<file path="config.mk">
export PLATFORM = sky130hd
export DESIGN_NAME = rv32i_mc_ctrl
export DESIGN_NICKNAME = d
export VERILOG_FILES = /design/src/rtl/rv32i_ctrl_pkg.sv /design/src/rtl/rv32i_opdecode.sv /design/src/rtl/rv32i_mc_ctrl.sv
export SDC_FILE = /design/constraint.sdc
export NUM_CORES = 1
export LEC_CHECK = 0
export BUFFER_PORTS_ARGS = -buffer_cell sky130_fd_sc_hd__buf_4
export CORE_ASPECT_RATIO = 0.9
export CORE_UTILIZATION = 56
export CTS_CLUSTER_DIAMETER = 60
export DETAILED_ROUTE_END_ITERATION = 10
export HOLD_SLACK_MARGIN = 0.12
export PLACE_DENSITY = 0.85
export SKIP_LAST_GASP = 1
export SYNTH_ARGS = -nofsm -noshare
export SYNTH_HDL_FRONTEND = slang
export SYNTH_SLANG_ARGS = --single-unit
</file>
<file path="constraint.sdc">
create_clock -name clk -period 2.9 [get_ports clk]
set_input_delay 0.145 -clock clk [delete_from_list [all_inputs] [get_ports clk]]
set_output_delay 0.145 -clock clk [all_outputs]
set_load 0.01 [all_outputs]
</file>
<file path="src/rtl/rv32i_ctrl_pkg.sv">
// Shared encodings for the RV32I multi-cycle control path.
// Latency: none (types, constants and a helper function only).
// Backpressure: none.
package rv32i_ctrl_pkg;

   // Base opcodes understood by the core
   localparam logic [6:0] OPC_LOAD   = 7'b0000011;
   localparam logic [6:0] OPC_FENCE  = 7'b0001111;
   localparam logic [6:0] OPC_OP_IMM = 7'b0010011;
   localparam logic [6:0] OPC_AUIPC  = 7'b0010111;
   localparam logic [6:0] OPC_STORE  = 7'b0100011;
   localparam logic [6:0] OPC_OP     = 7'b0110011;
   localparam logic [6:0] OPC_LUI    = 7'b0110111;
   localparam logic [6:0] OPC_BRANCH = 7'b1100011;
   localparam logic [6:0] OPC_JALR   = 7'b1100111;
   localparam logic [6:0] OPC_JAL    = 7'b1101111;
   localparam logic [6:0] OPC_SYSTEM = 7'b1110011;

   // Immediate generator format select; values must match the immediate generator
   typedef enum logic [2:0] {
      IMM_NONE = 3'd0,
      IMM_I    = 3'd1,
      IMM_B    = 3'd2,
      IMM_U    = 3'd3,
      IMM_J    = 3'd4,
      IMM_S    = 3'd5
   } imm_type_e;

   // Controller states, exported on state_o for debug
   typedef enum logic [2:0] {
      ST_RESET  = 3'd0,
      ST_FETCH  = 3'd1,
      ST_DECODE = 3'd2,
      ST_EXEC   = 3'd3,
      ST_MEM    = 3'd4,
      ST_WB     = 3'd5,
      ST_TRAP   = 3'd6
   } state_e;

   // Register-file write-back source
   typedef enum logic [1:0] {
      WB_ALU = 2'd0,
      WB_MEM = 2'd1,
      WB_PC4 = 2'd2,
      WB_IMM = 2'd3
   } wb_sel_e;

   // Next-PC source
   typedef enum logic {
      PC_PLUS4 = 1'b0,
      PC_ALU   = 1'b1
   } pc_sel_e;

   // Instruction class; CLS_NONE marks an opcode the core does not implement
   typedef enum logic [3:0] {
      CLS_NONE, CLS_OP, CLS_OP_IMM, CLS_LOAD, CLS_STORE, CLS_BRANCH,
      CLS_JAL, CLS_JALR, CLS_LUI, CLS_AUIPC, CLS_FENCE, CLS_SYSTEM
   } cls_e;

   localparam logic [3:0] ALU_ADD = 4'b0000;

   // Immediate format implied by an instruction class
   function automatic imm_type_e cls_imm_type(input cls_e cls);
      case (cls)
         CLS_OP_IMM, CLS_LOAD, CLS_JALR: return IMM_I;
         CLS_BRANCH:                     return IMM_B;
         CLS_LUI, CLS_AUIPC:             return IMM_U;
         CLS_JAL:                        return IMM_J;
         CLS_STORE:                      return IMM_S;
         default:                        return IMM_NONE;
      endcase
   endfunction

endpackage

</file>
<file path="src/rtl/rv32i_opdecode.sv">
// Maps a 7-bit opcode to instruction class, immediate format and illegal flag.
// Latency: purely combinational.
// Backpressure: none.
module rv32i_opdecode
   import rv32i_ctrl_pkg::*;
(
   input  logic [6:0] i_opcode,
   output cls_e       o_cls,
   output imm_type_e  o_imm_type,
   output logic       o_illegal
);

   // Opcode to class lookup; SYSTEM is recognised but not executable here
   always_comb begin
      o_cls = CLS_NONE;
      case (i_opcode)
         OPC_OP:     o_cls = CLS_OP;
         OPC_OP_IMM: o_cls = CLS_OP_IMM;
         OPC_LOAD:   o_cls = CLS_LOAD;
         OPC_STORE:  o_cls = CLS_STORE;
         OPC_BRANCH: o_cls = CLS_BRANCH;
         OPC_JAL:    o_cls = CLS_JAL;
         OPC_JALR:   o_cls = CLS_JALR;
         OPC_LUI:    o_cls = CLS_LUI;
         OPC_AUIPC:  o_cls = CLS_AUIPC;
         OPC_FENCE:  o_cls = CLS_FENCE;
         OPC_SYSTEM: o_cls = CLS_SYSTEM;
         default:    o_cls = CLS_NONE;
      endcase
   end

   assign o_imm_type = cls_imm_type(o_cls);
   assign o_illegal  = (o_cls == CLS_NONE) || (o_cls == CLS_SYSTEM);

endmodule

</file>
<file path="src/rtl/rv32i_mc_ctrl.sv">
// Multi-cycle RV32I control FSM: FETCH, DECODE, EXEC, (MEM), WB; halts in TRAP.
// Latency: 4 cycles per instruction with zero-wait acks, 5 for loads/stores.
// Backpressure: waits in FETCH/MEM for imem_ack/dmem_ack; traps after MEM_TIMEOUT cycles.
module rv32i_mc_ctrl
   import rv32i_ctrl_pkg::*;
#(
   parameter int MEM_TIMEOUT = 255
)(
   input  logic       clk,
   input  logic       rst_n,
   input  logic [6:0] ir_opcode,
   input  logic [2:0] ir_funct3,
   input  logic       ir_funct7b5,
   input  logic       br_taken,
   output logic       imem_req,
   input  logic       imem_ack,
   output logic       dmem_req,
   output logic       dmem_we,
   input  logic       dmem_ack,
   output logic       ir_we,
   output logic [2:0] imm_type,
   output logic       alu_a_sel,
   output logic       alu_b_sel,
   output logic [3:0] alu_op,
   output logic       rf_we,
   output logic [1:0] wb_sel,
   output logic       pc_we,
   output logic       pc_sel,
   output logic       trap,
   output logic [2:0] state_o
);

   // A zero timeout still needs a 1-bit counter to keep the logic well formed
   localparam int CNT_W = (MEM_TIMEOUT > 0) ? $clog2(MEM_TIMEOUT + 1) : 1;
   localparam logic [CNT_W-1:0] CNT_LAST = CNT_W'(MEM_TIMEOUT - 1);

   state_e           r_state;
   state_e           w_next;
   cls_e             r_cls;
   imm_type_e        r_imm;
   logic             r_br;
   logic [CNT_W-1:0] r_cnt;

   cls_e             w_cls;
   imm_type_e        w_imm;
   logic             w_illegal;
   logic             w_waiting;
   logic             w_ack;
   logic             w_timeout;

   rv32i_opdecode u_opdecode (
      .i_opcode   (ir_opcode),
      .o_cls      (w_cls),
      .o_imm_type (w_imm),
      .o_illegal  (w_illegal)
   );

   assign w_waiting = (r_state == ST_FETCH) || (r_state == ST_MEM);
   assign w_ack     = (r_state == ST_FETCH) ? imem_ack : dmem_ack;
   // An ack in the last allowed cycle suppresses the timeout
   assign w_timeout = (MEM_TIMEOUT != 0) && w_waiting && !w_ack && (r_cnt == CNT_LAST);

   // State register
   always_ff @(posedge clk or negedge rst_n) begin
      if (!rst_n) r_state <= ST_RESET;
      else        r_state <= w_next;
   end

   // Class/immediate latched at end of DECODE, branch outcome at end of EXEC
   always_ff @(posedge clk or negedge rst_n) begin
      if (!rst_n) begin
         r_cls <= CLS_NONE;
         r_imm <= IMM_NONE;
         r_br  <= 1'b0;
      end else begin
         if (r_state == ST_DECODE) begin
            r_cls <= w_cls;
            r_imm <= w_imm;
         end
         if (r_state == ST_EXEC) r_br <= br_taken;
      end
   end

   // Wait-cycle counter: counts un-acked FETCH/MEM cycles, zero everywhere else
   always_ff @(posedge clk or negedge rst_n) begin
      if (!rst_n)                r_cnt <= '0;
      else if (w_waiting && !w_ack) r_cnt <= r_cnt + CNT_W'(1);
      else                       r_cnt <= '0;
   end

   // Next-state selection
   always_comb begin
      w_next = r_state;
      case (r_state)
         ST_RESET:  w_next = ST_FETCH;
         ST_FETCH:  if (imem_ack) w_next = ST_DECODE;
                    else if (w_timeout) w_next = ST_TRAP;
         ST_DECODE: w_next = w_illegal ? ST_TRAP : ST_EXEC;
         ST_EXEC:   w_next = ((r_cls == CLS_LOAD) || (r_cls == CLS_STORE)) ? ST_MEM : ST_WB;
         ST_MEM:    if (dmem_ack) w_next = ST_WB;
                    else if (w_timeout) w_next = ST_TRAP;
         ST_WB:     w_next = ST_FETCH;
         ST_TRAP:   w_next = ST_TRAP;
         default:   w_next = ST_TRAP;
      endcase
   end

   // Datapath controls decoded from state, latched class and acks
   always_comb begin
      imem_req  = 1'b0;
      dmem_req  = 1'b0;
      dmem_we   = 1'b0;
      ir_we     = 1'b0;
      imm_type  = IMM_NONE;
      alu_a_sel = 1'b0;
      alu_b_sel = 1'b0;
      alu_op    = ALU_ADD;
      rf_we     = 1'b0;
      wb_sel    = WB_ALU;
      pc_we     = 1'b0;
      pc_sel    = PC_PLUS4;
      trap      = 1'b0;
      case (r_state)
         ST_FETCH: begin
            imem_req = 1'b1;
            ir_we    = imem_ack;
         end
         ST_EXEC: begin
            imm_type  = r_imm;
            alu_a_sel = (r_cls == CLS_AUIPC) || (r_cls == CLS_JAL) || (r_cls == CLS_BRANCH);
            // Branches compute pc+imm as the target, so only OP uses rs2
            alu_b_sel = (r_cls != CLS_OP);
            case (r_cls)
               CLS_OP:     alu_op = {ir_funct7b5, ir_funct3};
               // Only SRLI/SRAI carry an operation bit in IR[30]; elsewhere it is immediate data
               CLS_OP_IMM: alu_op = {(ir_funct3 == 3'b101) && ir_funct7b5, ir_funct3};
               default:    alu_op = ALU_ADD;
            endcase
         end
         ST_MEM: begin
            imm_type = r_imm;
            dmem_req = 1'b1;
            dmem_we  = (r_cls == CLS_STORE);
         end
         ST_WB: begin
            imm_type = r_imm;
            pc_we    = 1'b1;
            if ((r_cls == CLS_JAL) || (r_cls == CLS_JALR) || ((r_cls == CLS_BRANCH) && r_br))
               pc_sel = PC_ALU;
            rf_we = !((r_cls == CLS_STORE) || (r_cls == CLS_BRANCH) || (r_cls == CLS_FENCE));
            case (r_cls)
               CLS_LOAD:          wb_sel = WB_MEM;
               CLS_JAL, CLS_JALR: wb_sel = WB_PC4;
               CLS_LUI:           wb_sel = WB_IMM;
               default:           wb_sel = WB_ALU;
            endcase
         end
         ST_TRAP: trap = 1'b1;
         default: ;
      endcase
   end

   assign state_o = r_state;

endmodule

</file>
# Yosys cells after proc, flatten, opt, wreduce, memory -nomap -nowiden
# Memory sizes are Yosys's and may differ from the RTL's. A register that Yosys moved wholly into a read port is not among the register bits.
# Index checks and enable logic that the tools add are counted.
# W data, S select, Z words.
word_totals:
  register_bits: 16
  out_inout_bits: 22
  in_bits: 16
  romBits: 48
  n_memories: 1
  word_cells: 83
mem_list:
  columns: ["name", "words", "word_bits", "read_ports", "rd_ports_with_merged_regs", "wr", "line_no", "source"]
  rows:
  - ["(no name shown)", 16, 3, 1, 1, 0, "rv32i_ctrl_pkg.sv:64", "case (cls)"]
op_classes:
  n_addsub: 1
  reduce_logical: 21
  eq_ne: 31
  mux: 25
op_table:
  columns: ["op", "n"]
  rows:
  - ["$pmux W4 S11", 1]
  - ["$eq A7 B7 Y1 const B", 4]
  - ["$eq A7 B6 Y1 const B", 3]
  - ["$eq A4 B3 Y1 const B", 4]
  - ["$eq A4 B4 Y1 const B", 4]
  - ["$mux W3", 5]
  - ["$pmux W3 S5", 1]
  - ["$eq A7 B5 Y1 const B", 2]
  - ["$mux W1", 13]
  - ["$eq A3 B3 Y1 const B", 4]
  - ["$logic_or A1 B1 Y1", 9]
  - ["$add A8 B1 Y8 const B", 1]
  - ["$eq A4 B2 Y1 const B", 2]
  - ["$eq A8 B8 Y1 const B", 1]
  - ["$mux W8", 1]
  - ["$pmux W4 S2", 1]
  - ["$eq A7 B2 Y1 const B", 1]
  - ["$eq A7 B4 Y1 const B", 1]
  - ["$eq A3 B2 Y1 const B", 2]
  - ["$pmux W2 S3", 1]
  - ["$eq A4 B1 Y1 const B", 1]
  - ["$logic_and A1 B1 Y1", 4]
  - ["$logic_not A4 Y1", 1]
  - ["$mux W4", 1]
  - ["7 further kinds", 10]

# Depth between registers and ports, before layout
logic_depth:
  depth_word: 8
  depth_mapped: 9
  depth_no_buf: 8

# Cells and area by module
# Synthesis repeated with hierarchy kept, for this count alone.
hier_totals:
  hier_cells: 164
  hier_area_um2: 1445.1
modules_own_cells:
  columns: ["module", "instances", "seq_area_each_um2", "cells_per_inst", "area_per_inst_um2"]
  rows:
  - ["rv32i_mc_ctrl", 1, 475.5, 121, 1142.3]
  - ["rv32i_opdecode", 1, 0.0, 43, 302.8]

# Worst setup path after synthesis
# Ideal clock, no wire load.
synth_timing:
  path_kind: "input -> register"
  start: "input port ir_opcode[4]"
  end: "register r_state[2], in the netlist state_o[2]"
  setup_slack_ps: 1132
  stages: 9
  t_arrival_ps: 1644
  t_required_ps: 2776
  setup_ps: 124
  n_path_buf: 1
  cell_sequence: "buf_2 -> nor3_1 -> a21oi_1 -> nor2_1 -> o31ai_1 -> inv_1 -> ha_1 -> a41o_1 -> a211o_1"
synth_via:
  elab_chain_cells: 6
  elab_cells_between_ends: 17
  classes_between: "eq/ne: 12; mux: 3; reduce/logical: 2"
synth_rtl:
  columns: ["element", "line_no", "source"]
  rows:
  - ["from (decl)", "rv32i_mc_ctrl.sv:11", "input logic [6:0] ir_opcode,"]
  - ["$eq A7 B7 Y1, or another cell as far along", "rv32i_opdecode.sv:16", "case (i_opcode)"]
  - ["$pmux W4 S11 (*)", "rv32i_opdecode.sv:16", null]
  - ["named net u_opdecode.o_cls[0]", "rv32i_opdecode.sv:8", "output cls_e o_cls,"]
  - ["$eq A4 B4 Y1 / $logic_not A4 Y1 (equally long branches)", "rv32i_opdecode.sv:33", "assign o_illegal = (o_cls == CLS_NONE) || (o_cls == CLS_SYSTEM);"]
  - ["$logic_or A1 B1 Y1 (*)", "rv32i_opdecode.sv:33", null]
  - ["$mux W3 (*)", "rv32i_mc_ctrl.sv:98", "ST_DECODE: w_next = w_illegal ? ST_TRAP : ST_EXEC;"]
  - ["$pmux W3 S5 (*)", "rv32i_mc_ctrl.sv:94", "case (r_state)"]
  - ["named net w_next[2]", "rv32i_mc_ctrl.sv:38", "state_e w_next;"]
  - ["to (signal assigned)", "rv32i_mc_ctrl.sv:66", "else r_state <= w_next;"]
  - ["to (decl)", "rv32i_mc_ctrl.sv:37", "state_e r_state;"]
# The timed path passes the listed nets; every way through them passes the cells marked *.
# A chain may end at the register's enable or synchronous reset.

# Worst setup path after layout
layout_timing:
  start: "register r_state[0], in the netlist state_o[0]"
  end: "output port alu_op[3]"
layout_via:
  elab_chain_cells: 2
layout_rtl:
  columns: ["element", "line_no", "source"]
  rows:
  - ["$eq A3 B2 Y1", "rv32i_mc_ctrl.sv:123", "case (r_state)"]
  - ["$mux W4", "rv32i_mc_ctrl.sv:123", null]
  - ["to (decl)", "rv32i_mc_ctrl.sv:24", "output logic [3:0] alu_op,"]
# Every way passes these cells.

==> results.cfg <==
[status]
status = completed

[hold_path]
hold_path.class = primary input to flip-flop
hold_depth = 3
hold_start = imem_ack
holdPathEnd = state_o[1]

[sta]
max_slew_margin_pct = 57.7
holdWs_ns = 0.146
max_freq_ghz = 0.457
period_share_pct = 75.5
rsz0062_at_grt = false
tightest_slew_ns = 0.633
final.setup_skew_ns = 0.00437
setup_violations = 0
period_minus_slack_ns = 2.19
fin_tns_setup_ns = 0
final-hold-violation-count = 0
maxSlewViolCount = 0

[route]
ant_nets = 0
wl_per_cell_um = 12.9
routed_via_density = 5.72
first_pass_iters = 4
drt-total-wl_um = 3110
drc = 0
vias = 1379
drtIter0Drc = 36

[finish]
area_growth_pct = 24.2
fin_cells = 241
final_layout_size_suffix_gt1_share_pct = 20.6
num-nets-final = 236
utilization_pct = 76.1
antenna_cells = 0

[critical_path]
arrival_ns = 2.04
path_cells = nor2b_1 > nand2_1 > nor4_1 > and3_1 > buf_4
cp-start-kind = flip-flop
reg2reg_to = state_o[0]
r2r_slack_ns = 1.33
crit_fanout = 9
cp_data_required_time_ns = 2.76
r2r_start = r_cls[1]
crit_type = flip-flop to output port
endpoint_kind = output port
crit_path_top_delay_cell = dfrtp_1
ff2ff_path_depth = 5
critPathLaunch = state_o[0]
cp_slowest_stage_delay_ns = 0.50

[floorplan]
die_height_um = 49.2
start_util_pct = 61.2
die_w_um = 54.4
ios = 38
die_area_um2 = 2680
num_rows = 16
coreArea_um2 = 2260

[synth]
synthMuxAreaShare_pct = 2.26
synthSimpleGateAreaFrac_pct = 32.1
yosysMostFrequentCell = nor2_1
syn-mean-instance-area_um2 = 7.78
synth_top_family_by_area = simple AND/OR/NAND/NOR gates
synth_xor_area_share_pct = 4.43
syn-instance-count = 178
synth.ff_latch_count = 19
netlist_area_um2 = 1390
async_flop_share_pct = 100
yosys_most_used_dff = dfrtp_1
synth_compound_gate_area_share_pct = 17.0
synth_top_area_share_pct = 34.3
yosysSeqAreaShare_pct = 34.3
yosysWarnings = 0
synth_fa_ha_area_share_pct = 4.52
synth_top_area_cell = dfrtp_1
synth_fp_nets = 199
synth_cell_type_count = 44
synth_edf_count = 0
yosys-top-cells-area = dfrtp_1 (34%), nor2_1 (6.5%), nand2_1 (4.9%)
synth_commonest_cells = nor2_1 (24), dfrtp_1 (19), nand2_1 (18)

[cts]
cts_resized = 0
insertion_delay_ns = 0.30
cts_tree = built
h-tree-depth = 1
cts_sinks = 19
cts_buffers = 3
path_clk_slew_ns = 0.11
root_buffer = clkbuf_4
cts_buffer_depth = 2

[job]
cap_viol_max_count = 0

[power]
leakage_nw = 0.826
powerDensity_nw_per_um2 = 333
power_mw = 0.573
irDropWorstVdd_mv = 0.454

[placed_design]
dpl.hpwl_um = 2440
place.gp.congestion = 0.934
port_buffers = 37
dp_cells = 235

[global_route]
antenna_found_initial = 0
grt_max_degree = 20
grt_usage_pct = 25.9
grt_pass1_wl_um = 5150
grt_remaining_overflow = 0
grt_pass1_vias = 1184
cell families after synthesis:
| kind of cell | after synthesis |
|---|---|
| AO/OA/AOI/OAI | 36 |
| flip-flops | 19 |
| buffers and inverters | 19 |
| AND/OR/NAND/NOR | 89 |
| adder cells (fa/ha/maj) | 5 |
| XOR/XNOR | 7 |
| multiplexers | 3 |
layout make-up:
type	count	area [um^2]
well taps	27	33.8
fillers	159	542
clock buffers	3	22.5
multi-input cells	140	835
clock inverters	1	7.51
repair buffers	40	305
inverters	11	41.3
flip-flops and latches	19	475
metal layers:
layer	global-route usage (%)	part of all wire (%)
met1	37.1	47
met2	39.0	46
met3	5.92	6.4
met4	6.41	0.48
met5	0	0
metrics by stage:
step                      area (um^2)  setup WS (ns)
after floorplan                  1390           1.13
after global placement           1670          0.976
after detailed placement         1670          0.872
after CTS                        1720          0.718
after global routing             1720          0.570
final                            1720          0.711
worst max path at each step:
stage / endpoint / slack [ns] / cells past startpoint
6_report: alu_op[3] / 0.71 / 5
3_5_place_dp: state_o[2] / 0.87 / 8
4_1_cts: alu_op[3] / 0.72 / 5
2_1_floorplan: state_o[2] / 1.13 / 9
5_1_grt: alu_op[3] / 0.57 / 5
3_3_place_gp: state_o[2] / 0.98 / 8
power breakdown:
group | switching [mW] | leakage [nW] | total [mW] | internal (mW)
sequential | 0.0336 | 0.234 | 0.319 | 0.285
combinational | 0.0583 | 0.578 | 0.118 | 0.0598
clock | 0.0841 | 0.0139 | 0.137 | 0.0525
timing repair:
| action | 4_1_cts | 5_1_grt |
|---|---|---|
| buffers inserted | 0 | 0 |
| endpoints found under the hold margin | 20 | 0 |
| hold buffers | 2 | 0 |
flip-flops by register name (all words and copies together) (netlist names):
signal	cells
state_o	3
r_imm	3
r_cls	4
r_br	1
r_cnt	8
critical path: cells and delay by family, from the launching register on:
family	cells	cell delay, ns
AND/OR/NAND/NOR	4	1.13
flip-flops	1	0.50
buffers and inverters	1	0.11
placed cells by master, fill, tap and decap left out, types with 2 or more instances in the layout:
cell type	Yosys	layout
xnor2_1	3	3
and3_1	2	2
a21oi_1	9	9
or3_1	2	2
and2_1	7	7
nand2b_1	5	5
xor2_1	4	4
o21bai_1	2	2
nor4b_1	3	3
inv_1	11	11
clkbuf_4	0	3
nand3_1	6	6
buf_4	0	38
nor3_1	11	11
dfrtp_1	19	19
ha_1	5	5
nor2_1	24	24
o21ai_0	9	9
mux2i_1	2	2
nor2b_1	5	5
nand2_1	18	18
dlygate4sd3_1	0	2
Note: power is estimated with default switching activity, not from simulation.
